**config.mk**
```make
export PLATFORM = sky130hd
export DESIGN_NAME = player_executor_flat
export DESIGN_NICKNAME = d
export VERILOG_FILES = /design/src/rtl/game_pkg.sv /design/src/rtl/player_executor_if.sv /design/src/rtl/player_executor_step_tick.sv /design/src/rtl/player_executor.sv /design/src/flat_wrapper.sv
export SDC_FILE = /design/constraint.sdc
export NUM_CORES = 1
export LEC_CHECK = 0
export ABC_AREA = 1
export BUFFER_PORTS_ARGS = -buffer_cell sky130_fd_sc_hd__buf_2
export CAP_MARGIN = 20
export CORE_MARGIN = 2
export CORE_UTILIZATION = 61
export DETAILED_ROUTE_END_ITERATION = 7
export GPL_TIMING_DRIVEN = 0
export HOLD_SLACK_MARGIN = 0.06
export PLACE_DENSITY = 0.86
export SLEW_MARGIN = 20
export SYNTH_ARGS = -nofsm -noshare
export SYNTH_HDL_FRONTEND = slang
export SYNTH_SLANG_ARGS = --single-unit
```
**constraint.sdc**
```tcl
create_clock -name clk -period 5.5 [get_ports clk]
set_input_delay 0.275 -clock clk [delete_from_list [all_inputs] [get_ports clk]]
set_output_delay 0.275 -clock clk [all_outputs]
set_load 0.01 [all_outputs]
```
**src/rtl/game_pkg.sv**
```systemverilog
// Shared game constants, enums and small arithmetic helpers used by the game
// state machine and its downstream executors.
package game_pkg;

    localparam int HP_W = 8;

    localparam logic [3:0] OP_NOP = 4'h0;
    localparam logic [3:0] OP_HPY = 4'h1;
    localparam logic [3:0] OP_DPY = 4'h2;
    localparam logic [3:0] OP_IDG = 4'h3;
    localparam logic [3:0] OP_SDG = 4'h4;
    localparam logic [3:0] OP_MOV = 4'h5;
    localparam logic [3:0] OP_SHP = 4'h6;

    localparam logic [1:0] DIR_UP    = 2'd0;
    localparam logic [1:0] DIR_RIGHT = 2'd1;
    localparam logic [1:0] DIR_DOWN  = 2'd2;
    localparam logic [1:0] DIR_LEFT  = 2'd3;

    typedef enum logic [2:0] {
        KEY_NONE, KEY_UP, KEY_DOWN, KEY_LEFT, KEY_RIGHT, KEY_CONFIRM
    } key_e;

    typedef enum logic [1:0] {
        PAGE_MENU, PAGE_DIALOG, PAGE_DODGE, PAGE_GAMEOVER
    } page_e;

    typedef enum logic [1:0] {
        PE_READY, PE_COOLDOWN, PE_DEAD
    } pe_state_e;

    // Widened to 9 bits so positions near 0 or 255 never wrap before clamping.
    function automatic logic [7:0] step_dec(input logic [7:0] pos,
                                            input logic [7:0] step,
                                            input logic [7:0] lo);
        logic [8:0] lim;
        lim = {1'b0, lo} + {1'b0, step};
        return ({1'b0, pos} < lim) ? lo : pos - step;
    endfunction

    function automatic logic [7:0] step_inc(input logic [7:0] pos,
                                            input logic [7:0] step,
                                            input logic [7:0] hi);
        logic [8:0] sum;
        sum = {1'b0, pos} + {1'b0, step};
        return (sum > {1'b0, hi}) ? hi : sum[7:0];
    endfunction

endpackage

```
**src/rtl/player_executor_if.sv**
```systemverilog
// Instruction/status bundle between the game state machine (master) and the
// player executor (slave).
interface player_executor_if;
    logic [15:0] playerInstruction;
    logic        isMove;
    logic        restart;
    logic [7:0]  playerX;
    logic [7:0]  playerY;
    logic [7:0]  playerHP;
    logic        isDeath;
    logic        isDmgComplete;

    modport master (
        output playerInstruction, isMove, restart,
        input  playerX, playerY, playerHP, isDeath, isDmgComplete
    );

    modport slave (
        input  playerInstruction, isMove, restart,
        output playerX, playerY, playerHP, isDeath, isDmgComplete
    );
endinterface

```
**src/rtl/player_executor_step_tick.sv**
```systemverilog
// Free-running down-counter divider: tick_o is high for one cycle every DIV clocks.
module step_tick #(
    parameter int         W   = 20,
    parameter logic [W-1:0] DIV = 20'd250000
) (
    input  logic clk,
    input  logic reset,
    input  logic clr_i,
    output logic tick_o
);
    localparam logic [W-1:0] RELOAD = DIV - 1'b1;

    logic [W-1:0] cnt_q, cnt_d;

    always_comb begin
        cnt_d = (cnt_q == '0) ? RELOAD : cnt_q - 1'b1;
        if (clr_i) begin
            cnt_d = '0;
        end
    end

    always_ff @(posedge clk or posedge reset) begin
        if (reset) begin
            cnt_q <= '0;
        end else begin
            cnt_q <= cnt_d;
        end
    end

    assign tick_o = (cnt_q == '0);
endmodule

```
**src/rtl/player_executor.sv**
```systemverilog
// Applies DODGE-page player instructions: owns soul position and HP, and
// reports death / damage-window status back to the game state machine.
module player_executor
    import game_pkg::*;
#(
    parameter logic [7:0]  X_MIN         = 8'd10,
    parameter logic [7:0]  X_MAX         = 8'd150,
    parameter logic [7:0]  Y_MIN         = 8'd10,
    parameter logic [7:0]  Y_MAX         = 8'd110,
    parameter logic [7:0]  START_X       = 8'd80,
    parameter logic [7:0]  START_Y       = 8'd60,
    parameter logic [7:0]  MAX_HP        = 8'd100,
    parameter logic [7:0]  STEP          = 8'd2,
    parameter logic [19:0] MOVE_DIV      = 20'd250000,
    parameter logic [23:0] IFRAME_CYCLES = 24'd5000000
) (
    input  logic              clk,
    input  logic              reset,
    player_executor_if.slave  pif
);
    // state    | meaning
    // READY    | HPY/DPY accepted, movement allowed
    // COOLDOWN | i-frames after an HP change; HPY/DPY ignored, movement allowed
    // DEAD     | HP hit 0; everything ignored until reset/restart

    pe_state_e     state_q, state_d;
    logic [7:0]    x_q, x_d, y_q, y_d, hp_q, hp_d;
    logic          death_q, death_d, dmg_q, dmg_d;
    logic [23:0]   cool_q, cool_d;
    logic [3:0]    opcode;
    logic [7:0]    operand;
    logic [8:0]    hp_sum;
    logic          step_tick_w;
    logic          unused_bits;

    assign opcode      = pif.playerInstruction[15:12];
    assign operand     = pif.playerInstruction[11:4];
    assign unused_bits = ^pif.playerInstruction[3:0];
    assign hp_sum      = {1'b0, hp_q} + {1'b0, operand};

    step_tick #(.W(20), .DIV(MOVE_DIV)) u_step_tick (
        .clk    (clk),
        .reset  (reset),
        .clr_i  (pif.restart),
        .tick_o (step_tick_w)
    );

    always_comb begin
        state_d = state_q;
        x_d     = x_q;
        y_d     = y_q;
        hp_d    = hp_q;
        cool_d  = cool_q;

        case (state_q)
            PE_READY: begin
                if (opcode == OP_DPY && operand != 8'd0) begin
                    hp_d = (hp_q > operand) ? hp_q - operand : 8'd0;
                    if (hp_d == 8'd0) begin
                        state_d = PE_DEAD;
                    end else begin
                        state_d = PE_COOLDOWN;
                        cool_d  = IFRAME_CYCLES - 24'd1;
                    end
                end else if (opcode == OP_HPY) begin
                    hp_d    = (hp_sum > {1'b0, MAX_HP}) ? MAX_HP : hp_sum[7:0];
                    state_d = PE_COOLDOWN;
                    cool_d  = IFRAME_CYCLES - 24'd1;
                end
            end
            PE_COOLDOWN: begin
                if (cool_q == 24'd0) begin
                    state_d = PE_READY;
                end else begin
                    cool_d = cool_q - 24'd1;
                end
            end
            PE_DEAD: begin
            end
            default: state_d = PE_READY;
        endcase

        if (state_q != PE_DEAD && step_tick_w && pif.isMove && opcode == OP_MOV) begin
            case (operand[1:0])
                DIR_UP:    y_d = step_dec(y_q, STEP, Y_MIN);
                DIR_RIGHT: x_d = step_inc(x_q, STEP, X_MAX);
                DIR_DOWN:  y_d = step_inc(y_q, STEP, Y_MAX);
                default:   x_d = step_dec(x_q, STEP, X_MIN);
            endcase
        end

        // isDeath trails the DEAD state by one cycle; the window flag tracks it directly.
        death_d = (state_q == PE_DEAD);
        dmg_d   = (state_d == PE_READY);

        if (pif.restart) begin
            state_d = PE_READY;
            x_d     = START_X;
            y_d     = START_Y;
            hp_d    = MAX_HP;
            cool_d  = 24'd0;
            death_d = 1'b0;
            dmg_d   = 1'b1;
        end
    end

    always_ff @(posedge clk or posedge reset) begin
        if (reset) begin
            state_q <= PE_READY;
            x_q     <= START_X;
            y_q     <= START_Y;
            hp_q    <= MAX_HP;
            cool_q  <= 24'd0;
            death_q <= 1'b0;
            dmg_q   <= 1'b1;
        end else begin
            state_q <= state_d;
            x_q     <= x_d;
            y_q     <= y_d;
            hp_q    <= hp_d;
            cool_q  <= cool_d;
            death_q <= death_d;
            dmg_q   <= dmg_d;
        end
    end

    assign pif.playerX       = x_q;
    assign pif.playerY       = y_q;
    assign pif.playerHP      = hp_q;
    assign pif.isDeath       = death_q;
    assign pif.isDmgComplete = dmg_q;
endmodule
```
**src/flat_wrapper.sv**
```systemverilog
// flat-port wrapper written by rule: the top's interface ports become plain ports
module player_executor_flat import game_pkg::*;
#(
    parameter logic [7:0]  X_MIN         = 8'd10,
    parameter logic [7:0]  X_MAX         = 8'd150,
    parameter logic [7:0]  Y_MIN         = 8'd10,
    parameter logic [7:0]  Y_MAX         = 8'd110,
    parameter logic [7:0]  START_X       = 8'd80,
    parameter logic [7:0]  START_Y       = 8'd60,
    parameter logic [7:0]  MAX_HP        = 8'd100,
    parameter logic [7:0]  STEP          = 8'd2,
    parameter logic [19:0] MOVE_DIV      = 20'd250000,
    parameter logic [23:0] IFRAME_CYCLES = 24'd5000000
)
  (clk, reset, pif_playerInstruction, pif_isMove, pif_restart, pif_playerX, pif_playerY, pif_playerHP, pif_isDeath, pif_isDmgComplete);
  player_executor_if pif_i ();
  input  logic clk;
  input  logic reset;
  input wire logic [$bits(pif_i.playerInstruction)-1:0] pif_playerInstruction;
  input wire logic [$bits(pif_i.isMove)-1:0] pif_isMove;
  input wire logic [$bits(pif_i.restart)-1:0] pif_restart;
  output wire logic [$bits(pif_i.playerX)-1:0] pif_playerX;
  output wire logic [$bits(pif_i.playerY)-1:0] pif_playerY;
  output wire logic [$bits(pif_i.playerHP)-1:0] pif_playerHP;
  output wire logic [$bits(pif_i.isDeath)-1:0] pif_isDeath;
  output wire logic [$bits(pif_i.isDmgComplete)-1:0] pif_isDmgComplete;
  assign pif_i.playerInstruction = pif_playerInstruction;
  assign pif_i.isMove = pif_isMove;
  assign pif_i.restart = pif_restart;
  assign pif_playerX = pif_i.playerX;
  assign pif_playerY = pif_i.playerY;
  assign pif_playerHP = pif_i.playerHP;
  assign pif_isDeath = pif_i.isDeath;
  assign pif_isDmgComplete = pif_i.isDmgComplete;
  player_executor #(.X_MIN(X_MIN), .X_MAX(X_MAX), .Y_MIN(Y_MIN), .Y_MAX(Y_MAX), .START_X(START_X), .START_Y(START_Y), .MAX_HP(MAX_HP), .STEP(STEP), .MOVE_DIV(MOVE_DIV), .IFRAME_CYCLES(IFRAME_CYCLES)) u_core (.clk(clk), .reset(reset), .pif(pif_i));
endmodule
```
==> reports/results.txt, run 1 <==
Mux cell area share after synthesis - 0
Core ar. - 0.00911 mm2
XOR/XNOR share of the synthesized area - 0.0559
Adder-cell area share of the yosys netlist - 0.0603
Yosys warns - 0
Vias - 5653
Synth unique cells - 51
Die area - 0.0100 mm2
TritonCTS clock tree - done
Main synth FF type - dfrtp_1
DRC errors left - 0
Final Hold Viols - 0
Slew Viols, Final - 0
Mapped cell area - 0.00564 mm2
All-Layer GR Usage - 0.290
Largest net degree at the start of global routing - 50
Area Overhead vs Synth - 10.6%
Dpl ws - 3000 ps
I/O pin count - 46
Critical path arrival - 2790 ps
Status - finished clean
Initial antenna violation count - 0
Post-synthesis simple-gate area fraction - 0.369
Vias in the first global route - 5219
Hold_sp - pif_playerInstruction[4]
Min-Delay Path Class - in2reg
Post-Syn Instances - 837
Clk_lat worst skew - 360 ps
Cell total after placement - 988
DR pass1 iterations - 7
Vias/cell - 5.62
Worst setup startpoint - u_core.pif.playerHP[0]$_DFFE_PP0P_
CP Launch Type - flop
DR iter-0 viols - 383
Final setup violating endpoints - 0
Register area share after synthesis - 0.313
Max VDD drop - 0.184 mV
Height of the die - 100 um
Synth Area in Compound Gates - 0.104
Number of cell rows - 35
Die W - 100 um
Post-synth EDFFs - 0
Root Driver - clkbuf_8
H-Tree Depth - 3
Input/output buffers - 38
First-pass GRT wire length - 23800 um
Total wire length - 14000 um
Final cycle utilization of the critical path - 0.462
DP HPWL - 10200 um
Clock Tree Buf Depth - 2
Post-route design area - 0.00624 mm2
Req. time, crit path - 5750 ps
Antenna fix cells - 0
Gpl congestion - 0.913
Slew HR - 0.569
Post-synth ARST share - 1.00
R2R Setup Slk - 2960 ps
Max FO, Critical Path - 10
Layout cells sized above 1 - 0.135
Antenna viol nets, final - 0
Setup Crit Path Kind - reg2reg
RSZ-0062 raised after global routing - false
PostCTS Resize Cnt - 0
Final worst setup slack - 2960 ps
Reg2reg start - u_core.pif.playerHP[0]$_DFFE_PP0P_
CP Capture Type - flop
Pleak - 3.29 nW
# nets final - 935
Avg Cell Area, Syn - 6.74 um2
Layout Skew - 16.6 ps
Min Tclk post-route - 2540 ps
Hold Buf Count CTS - 1
Clk sink count - 70
Post-CTS Repair Setup Buffers - 0
Max Freq - 394 MHz
Clk pin slew, worst setup/hold paths - 90 ps
Setup TNS - 0 ps
Fin util - 0.685
GR Overflow Total - 0
R2R depth - 17
Slew at the pin with the worst max-slew slack - 641 ps
Pwr/cell area - 347 mW/mm2
Inserted Clock Buffers - 9
Finished Layout Cells - 1005
DP Area - 0.00601 mm2
Seq cells post-synth - 70
Worst R2R End - u_core.cool_q[15]$_DFFE_PP0P_
Worst Hold Path EP - u_core.pif.playerY[2]$_DFFE_PP1P_
Max-cap violations - 0
Initial core utilization - 0.620
WHS Path Cells - 4
WL/cell - 14.0 um
Largest family of logic cells by synthesized area - simple AND/OR/NAND/NOR gates
## cells in the mapped netlist (2+ instances only)
master | count | area share
nor2_4 | 2 | 0.0040
nor2_2 | 4 | 0.0044
a21oi_1 | 42 | 0.037
buf_2 | 7 | 0.0062
o21a_1 | 2 | 0.0027
nand3_1 | 52 | 0.046
o211ai_1 | 2 | 0.0027
clkbuf_1 | 8 | 0.0053
fa_1 | 2 | 0.0071
inv_2 | 10 | 0.0067
buf_6 | 2 | 0.0040
o31ai_1 | 2 | 0.0027
o22ai_1 | 4 | 0.0044
or2_1 | 2 | 0.0022
xnor2_1 | 11 | 0.017
nand3_4 | 2 | 0.0062
buf_4 | 2 | 0.0027
ha_1 | 24 | 0.053
dfrtp_1 | 60 | 0.27
nand4_1 | 43 | 0.048
xor2_1 | 25 | 0.039
nand3_2 | 2 | 0.0035
nand2_2 | 13 | 0.014
inv_1 | 107 | 0.071
nor3_1 | 12 | 0.011
nor4_1 | 3 | 0.0033
or2_2 | 3 | 0.0033
nor2_1 | 117 | 0.078
dfstp_2 | 10 | 0.047
o21ai_0 | 36 | 0.032
nand2_1 | 197 | 0.13
o21ai_1 | 7 | 0.0062
clkinv_1 | 2 | 0.0013
a31oi_1 | 3 | 0.0033
## critical path, stage by stage, from the launching register on
cell	delay, ps
dfrtp_1	430
inv_1	70
ha_1	130
inv_1	70
fa_1	380
nand2_1	90
nand2_1	130
nand3_1	130
nand2_1	60
nand2_1	50
nand2_1	70
nand2_1	90
nand2_1	70
nor2_2	130
nand3_4	140
buf_2	220
nand4_1	100
nand2_1	70
## layer usage
| layer | up-vias | part of all wire | routed length (um) | global-route usage |
|---|---|---|---|---|
| met5 | - | 0 | 0 | 0 |
| met4 | 0 | 0.020 | 284 | 0.0906 |
| met3 | 27 | 0.059 | 828 | 0.0404 |
| met2 | 203 | 0.46 | 6460 | 0.480 |
| met1 | 2614 | 0.46 | 6460 | 0.395 |
| li1 | 2809 | - | - | - |
## power breakdown
| group | switching [W] | internal, W |
|---|---|---|
| Sequential | 0.000112 | 0.000620 |
| Combinational | 0.000601 | 0.000334 |
| Clock | 0.000237 | 0.000263 |
| Total | 0.000950 | 0.00122 |
## registers in the layout, summed over array words and instances (netlist names)
signal and count:
u_core.cool_q 24, u_core.u_step_tick.cnt_q 20, u_core.pif.playerHP 8, u_core.pif.playerX 7, u_core.pif.playerY 7, u_core.state_q 2
u_core.pif.isDeath 1, u_core.pif.isDmgComplete 1
## final cells by class
type,instances,area (um2)
Buffer,19,103
Multi-Input combinational cell,630,3330
Clock inverter,7,103
Timing Repair Buffer,40,228
Fill cell,814,2870
Sequential cell,70,1760
Clock buffer,9,124
Inverter,119,449
Tap cell,111,139
## per-stage QoR
stage	power, W	hold slack (ps)
floorplan	0.00144	423
global placement	0.00162	434
detailed placement	0.00165	262
CTS	0.00215	304
global route	0.00233	322
finish	0.00217	314
## layout by cell type (no fill, tap or decap), drive strengths merged, types with 3 or more instances in the layout
cell and instances:
dfrtp 60, inv 121, nand3 56, nand2 211, nor4 4, o21ai 45
ha 24, o22ai 4, clkbuf 17, a21oi 44, xor2 25, dfstp 10
buf 50, a31oi 3, xnor2 11, nand4 43, nor2 123, nor3 13
or2 6, clkinv 3
## how the worst max path moves through the flow
stage | to | slack (ps) | depth (start not counted)
final | u_core.cool_q[15]$_DFFE_PP0P_ | 2960 | 17
after global routing | u_core.cool_q[14]$_DFFE_PP0P_ | 2730 | 17
after detailed placement | u_core.cool_q[7]$_DFFE_PP0P_ | 3000 | 17
after CTS | u_core.cool_q[15]$_DFFE_PP0P_ | 2990 | 17
after global placement | u_core.cool_q[4]$_DFFE_PP0P_ | 2590 | 2
after floorplan | u_core.cool_q[15]$_DFFE_PP0P_ | 3260 | 15
## kinds of logic after synthesis
logic type,Yosys count
AND/OR/NAND/NOR,461
buffers and inverters,138
AO/OA/AOI/OAI,105
flip-flops,70
XOR/XNOR,36
adder cells (fa/ha/maj),26
other,1
Power figures use the tool's default switching activity.
==> run 2: changes to the inputs <==
Settings changed: CORE_UTILIZATION 61 to 55, PLACE_DENSITY 0.86 to 0.82.
Clock period 5.5 ns to 2.31 ns, I/O delays scaled along.
==> reports/results.txt, run 2 (synthesis gave the netlist of run 1 again) <==
Max incr delay on CP - 390 ps (-40 ps)
Commonest non-fill, non-tap cell in the layout - nand2_1
Min Tclk post-route - 2420 ps (-122 ps)
Clock Tree Buf Depth - 2 (unchanged)
Worst path cell trace - inv_1 -> ha_2 -> inv_2 -> fa_2 -> or2_0 -> nand2_1 -> inv_1 -> o21ai_1 -> nand2_1 -> nor2_2 -> nand3_4 -> buf_6 -> buf_6 -> nand4_1 -> nand2_1
DP HPWL - 10000 um (-2.1%)
Input/output buffers - 38 (unchanged)
Slew Viols, Final - 0 (unchanged)
Hold slack - 144 ps (-170 ps)
Area Overhead vs Synth - 16.2%
Setup Crit Path Kind - reg2reg
Gpl congestion - 0.966 (+5.9%)
Min-Delay Path Class - in2reg
Final worst setup slack - -108 ps (-3070 ps)
GR Overflow Total - 0 (unchanged)
WL/cell - 13.7 um (-2.1%)
Max-cap violations - 0 (unchanged)
Finished Layout Cells - 1038 (+3.3%)
Clk_lat worst skew - 370 ps (about the same)
Pwr/cell area - 793 mW/mm2 (+130%)
RSZ-0062 raised after global routing - true
Antenna fix cells - 0 (unchanged)
Max Freq - 414 MHz (+5.0%)
Final Hold Viols - 0 (unchanged)
Worst Path Buf+Inv - 5 (+2)
R2R Setup Slk - -110 ps (-3070 ps)
Critical-path top delay cell - dfrtp_1
Reg2reg start - u_core.pif.playerHP[0]$_DFFE_PP0P_
Vias - 5664 (+0.19%)
DRC errors left - 0 (unchanged)
Largest reg by FF count - u_core.cool_q
H-Tree Depth - 3 (unchanged)
Height of the die - 105 um (+5.1%)
DP Area - 0.00603 mm2 (+0.46%)
Crit-path most repeated cell - nand2_1
Violated checks - setup timing
Antenna viol nets, final - 0 (unchanged)
Area of the multi-input gates - 0.00352 mm2 (+5.6%)
Status - complete, but fails checks
Die W - 105 um (+5.1%)
Number of cell rows - 36 (+2.9%)
Total wire length - 14200 um (+1.1%)
# nets final - 946 (+1.2%)
Initial core utilization - 0.572 (-0.0475)
First-pass GRT wire length - 23600 um (-0.79%)
DR iter-0 viols - 401 (+4.7%)
Kind of cell adding the most delay to the critical path - simple AND/OR/NAND/NOR gates
Largest net degree at the start of global routing - 52 (+4.0%)
Vias/cell - 5.46 (-3.0%)
WHS Path Cells - 4 (unchanged)
Vias in the first global route - 5133 (-1.6%)
Critical path arrival - 2670 ps (-120 ps)
Fin util - 0.665 (-0.0205)
Final setup violating endpoints - 24 (+24)
Cell total after placement - 1010 (+2.2%)
Final cycle utilization of the critical path - 1.05 (+0.585)
Layout Skew - 13.7 ps (-2.92 ps)
Clk pin slew, worst setup/hold paths - 90 ps (about the same)
Req. time, crit path - 2560 ps (-3190 ps)
Slew at the pin with the worst max-slew slack - 656 ps (+15.0 ps)
Sequential cell area - 0.00176 mm2 (unchanged)
Hold_sp - pif_playerInstruction[4]
Setup TNS - -1550 ps (-1550 ps)
All-Layer GR Usage - 0.261 (-0.0289)
Largest register FFs - 24 (unchanged)
CP Launch Type - flop
Max VDD drop - 0.412 mV (+120%)
I/O pin count - 46 (unchanged)
Worst Hold Path EP - u_core.pif.playerY[2]$_DFFE_PP1P_
CP Capture Type - flop
R2R depth - 15 (-2)
Root Driver - clkbuf_8
Core ar. - 0.00986 mm2 (+8.3%)
Fillcell total - 854 (+4.9%)
Worst R2R End - u_core.cool_q[23]$_DFFE_PP0P_
TritonCTS clock tree - done
Slew HR - 0.563 (-0.00608)
DR pass1 iterations - 5 (-2)
Inserted Clock Buffers - 9 (unchanged)
Die area - 0.0111 mm2 (+10%)
Clk sink count - 70 (unchanged)
Initial antenna violation count - 0 (unchanged)
Pleak - 3.38 nW (+2.7%)
Post-route design area - 0.00656 mm2 (+5.1%)
Layout cells sized above 1 - 0.189 (+0.0536)
Most frequent cells in the layout - nand2_1, nor2_1, inv_1
Max FO, Critical Path - 6 (-4)
## run 2: changes by cell type in the layout (fill, tap and decap cells not counted), moves of 4 or more
cell     change
nand2_1     -14
nand2_2     +12
buf_4        +9
ha_1         -5
a21oi_1      -4
buf_2        -4
buf_6        +4
nor2_1       -4
## run 2: stage by stage
stage	setup WS (ps)	total power, W
after floorplan	72.9	0.00344
after global placement	-417	0.00386
after detailed placement	-144	0.00392
after CTS	-73.7	0.00508
after global routing	-243	0.00561
final	-108	0.00520
## run 2: worst register-to-register path, stage by stage (launching register included)
cell     delay [ps]
dfrtp_1         390
inv_1            60
ha_2            170
inv_2            40
fa_2            340
or2_0           220
nand2_1         100
inv_1            60
o21ai_1         110
nand2_1         100
nor2_2          170
nand3_4         150
buf_6           160
buf_6           120
nand4_1          70
nand2_1          60
## run 2: final cells by class
| class | count | share of cell area |
|---|---|---|
| Inverter | 119 | 0.0685 |
| Clock buffer | 10 | 0.0195 |
| Tap cell | 133 | 0.0254 |
| Timing Repair Buffer | 52 | 0.0527 |
| Sequential cell | 70 | 0.269 |
| Clock inverter | 6 | 0.0107 |
| Multi-Input combinational cell | 630 | 0.537 |
| Buffer | 18 | 0.0176 |
## run 2: routing by layer
metal / track usage / part of all wire
met1: 0.358 / 0.46
met2: 0.417 / 0.46
met3: 0.0476 / 0.061
met4: 0.0838 / 0.020
met5: 0 / 0
## run 2: power breakdown
group          switching (W)  internal, W
clock network       0.000519     0.000507
registers           0.000263      0.00148
logic                0.00154     0.000898
total                0.00232      0.00288
## run 2: how the worst max path moves through the flow
stage,from,to,cells after the start
after floorplan,u_core.pif.playerHP[0]$_DFFE_PP0P_,u_core.cool_q[15]$_DFFE_PP0P_,15
after global placement,reset,u_core.cool_q[4]$_DFFE_PP0P_,2
after detailed placement,u_core.pif.playerHP[0]$_DFFE_PP0P_,u_core.cool_q[4]$_DFFE_PP0P_,17
after CTS,u_core.pif.playerHP[0]$_DFFE_PP0P_,u_core.cool_q[3]$_DFFE_PP0P_,16
after global routing,u_core.pif.playerHP[0]$_DFFE_PP0P_,u_core.cool_q[13]$_DFFE_PP0P_,16
final,u_core.pif.playerHP[0]$_DFFE_PP0P_,u_core.cool_q[23]$_DFFE_PP0P_,15
## run 2: what timing repair did
item	4_1_cts	5_1_grt
buffers inserted	9	2
hold buffers	1	0
gates resized for setup	29	35
setup endpoints to repair	28	41
pin swaps	20	8
gates cloned	3	0
endpoints found under the hold margin	66	0
==> run 3: changes to the inputs <==
Settings changed: CORE_UTILIZATION 55 to 56, PLACE_DENSITY 0.82 to 0.83, SETUP_SLACK_MARGIN set to 0.15, SYNTH_HIERARCHICAL set to 1.
==> reports/results.txt, run 3 <==
Max FO, Critical Path - 7 (+1)
Largest reg by FF count - u_core/cool_q
Critical path arrival - 2770 ps (+100 ps)
Finished Layout Cells - 1096 (+5.6%)
Max VDD drop - 0.569 mV (+38%)
Hold_sp - pif_playerInstruction[4]
Mapped cell area - 0.00584 mm2 (+3.5%)
Post-synth ARST share - 1.00 (unchanged)
Input/output buffers - 39 (+2.6%)
Yosys warns - 6 (+6)
Number of cell rows - 37 (+2.8%)
Slew Viols, Final - 0 (unchanged)
DR pass1 iterations - 7 (+2)
Root Driver - clkbuf_8
Vias - 6209 (+9.6%)
Final Hold Viols - 0 (unchanged)
RSZ-0062 raised after global routing - true
CP Launch Type - flop
Layout Skew - 10.2 ps (-3.41 ps)
Synth unique cells - 45 (-12%)
Worst setup startpoint - u_core/pif.playerHP[0]$_DFFE_PP0P_
# nets final - 1001 (+5.8%)
Avg Cell Area, Syn - 6.76 um2 (+0.31%)
Total wire length - 16300 um (+15%)
Violated checks - setup timing
Final setup violating endpoints - 28 (+17%)
Crit-path most repeated cell - nand2_2
Largest net degree at the start of global routing - 27 (-48%)
DRC errors left - 0 (unchanged)
Commonest non-fill, non-tap cell in the layout - nand2_1
Post-synth EDFFs - 0 (unchanged)
Status - complete, but fails checks
Pleak - 3.63 nW (+7.3%)
Max Freq - 395 MHz (-4.4%)
Final cycle utilization of the critical path - 1.09 (+0.0480)
Antenna fix cells - 0 (unchanged)
Clk sink count - 70 (unchanged)
All-Layer GR Usage - 0.282 (+0.0214)
Req. time, crit path - 2550 ps (about the same)
Share of the synthesized area in the top cell type - 0.257 (-0.00912)
Post-Syn Instances - 864 (+3.2%)
Final Total Pwr - 0.00829 W (+59%)
Min Tclk post-route - 2530 ps (+111 ps)
Post-synth top area cell - dfrtp_1
GR Overflow Total - 0 (unchanged)
Area Overhead vs Synth - 24.2%
Main synth FF type - dfrtp_1
Initial antenna violation count - 0 (unchanged)
Inserted Clock Buffers - 9 (unchanged)
Slew HR - 0.482 (-0.0805)
Post-synth top cells - nand2_1, nor2_1, inv_1, nand3_1, dfrtp_1
Core ar. - 0.0102 mm2 (+3.7%)
Height of the die - 106 um (+0.81%)
Slew at the pin with the worst max-slew slack - 776 ps (+120 ps)
Vias in the first global route - 5697 (+11%)
Pwr/cell area - 1140 mW/mm2 (+44%)
Clk_lat worst skew - 350 ps (-20 ps)
CP Capture Type - flop
Max incr delay on CP - 380 ps (about the same)
Clk pin slew, worst setup/hold paths - 80 ps (about the same)
Worst path cell trace - inv_2 -> ha_4 -> fa_2 -> inv_2 -> nand2_2 -> nand2_2 -> nand3_2 -> nand2_4 -> nand4_1 -> nand2_2 -> nor2_4 -> nand4_4 -> nand3_4 -> clkbuf_16 -> nand2_2 -> nand2_1
Area of the multi-input gates - 0.00394 mm2 (+12%)
Critical-path top delay cell - dfrtp_1
Largest register FFs - 24 (unchanged)
First-pass GRT wire length - 26000 um (+10%)
TritonCTS clock tree - done
Antenna viol nets, final - 0 (unchanged)
Max-cap violations - 0 (unchanged)
Fillcell total - 766 (-10%)
DP HPWL - 10700 um (+6.8%)
Vias/cell - 5.67 (+3.8%)
H-Tree Depth - 3 (unchanged)
Register area share after synthesis - 0.302 (-0.0107)
Final worst setup slack - -219 ps (-111 ps)
Most frequent cells in the layout - nand2_1, nor2_1, inv_1
DR iter-0 viols - 467 (+16%)
Sequential cell area - 0.00177 mm2 (+0.21%)
Setup TNS - -4310 ps (-2760 ps)
Gpl congestion - 0.930 (-3.8%)
Die area - 0.0113 mm2 (+1.6%)
Clock Tree Buf Depth - 2 (unchanged)
Most frequent cell after synthesis - nand2_1
Setup Crit Path Kind - reg2reg
I/O pin count - 46 (unchanged)
Min-Delay Path Class - in2reg
Die W - 106 um (+0.81%)
Dominant cells by area after synthesis - dfrtp_1, nand2_1, nor2_1
WL/cell - 14.9 um (+9.1%)
Layout cells sized above 1 - 0.279 (+0.0902)
Cell total after placement - 1041 (+3.1%)
Reg2reg start - u_core/pif.playerHP[0]$_DFFE_PP0P_
Seq cells post-synth - 70 (unchanged)
Initial core utilization - 0.571 (-0.000931)
[run 3: logic make-up after synthesis]
family,share of synthesized area
AND/OR/NAND/NOR,0.405
buffers and inverters,0.0989
AO/OA/AOI/OAI,0.0846
flip-flops,0.302
XOR/XNOR,0.0510
adder cells (fa/ha/maj),0.0582
other,0.000642
[run 3: final timing paths]
kind,endpoint,slack (ps),cells after the start
worst max-delay path,u_core/cool_q[1]$_DFFE_PP0P_,-220,16
worst min register to register,u_core/u_step_tick/cnt_q[0]$_DFF_PP0_,480,1
max in group asynchronous,u_core/pif.playerHP[6]$_DFFE_PP1P_,1300,4
min in group asynchronous,u_core/pif.playerY[7]$_DFFE_PP0P_,390,3
worst max register to register,u_core/cool_q[1]$_DFFE_PP0P_,-220,16
worst min-delay path,u_core/pif.playerY[3]$_DFFE_PP1P_,270,5
[run 3: timing repair]
item | 4_1_cts | 5_1_grt
pin swaps | 13 | 16
hold endpoints to repair | 45 | 0
endpoints found under the setup margin | 47 | 48
buffers inserted | 24 | 13
gates resized for setup | 52 | 63
gates cloned | 1 | 1
hold buffers | 2 | 0
[run 3: final cells by class]
cell class                      count  share of cell area
Tap cell                          136              0.0235
Buffer                             19              0.0203
Timing Repair Buffer               81              0.0800
Multi-Input combinational cell    654               0.543
Clock buffer                       10              0.0176
Clock inverter                      6             0.00879
Sequential cell                    70               0.244
Inverter                          120              0.0631
[run 3: worst max-delay path, delay by kind of cell (launching register included)]
| family | cells | cell delay [ps] |
|---|---|---|
| adders and majority gates | 2 | 510 |
| buffers and inverters | 3 | 400 |
| DFF | 1 | 380 |
| and+or+nand+nor | 11 | 1140 |
[run 3: report_power, final]
group          leakage [nW]  total (W)  internal [W]  switching (W)
clock network        0.0923   0.000998      0.000497       0.000501
registers             0.897    0.00203       0.00159       0.000443
logic                  2.64    0.00526       0.00207        0.00319
[run 3: per-stage QoR]
stage	area [um2]	util	setup WS [ps]	hold WS [ps]
after floorplan	5890	-	85.2	79.3
after global placement	6250	0.611	-122	292
after detailed placement	6270	0.613	-167	217
after CTS	6900	0.674	-53.7	238
after global routing	7260	0.709	-294	299
final	7260	0.709	-219	271
[run 3: routing by layer]
layer  GRT usage  share of wire
met5           0              0
met4      0.0977          0.027
met3      0.0503          0.070
met2       0.483           0.49
met1       0.359           0.41
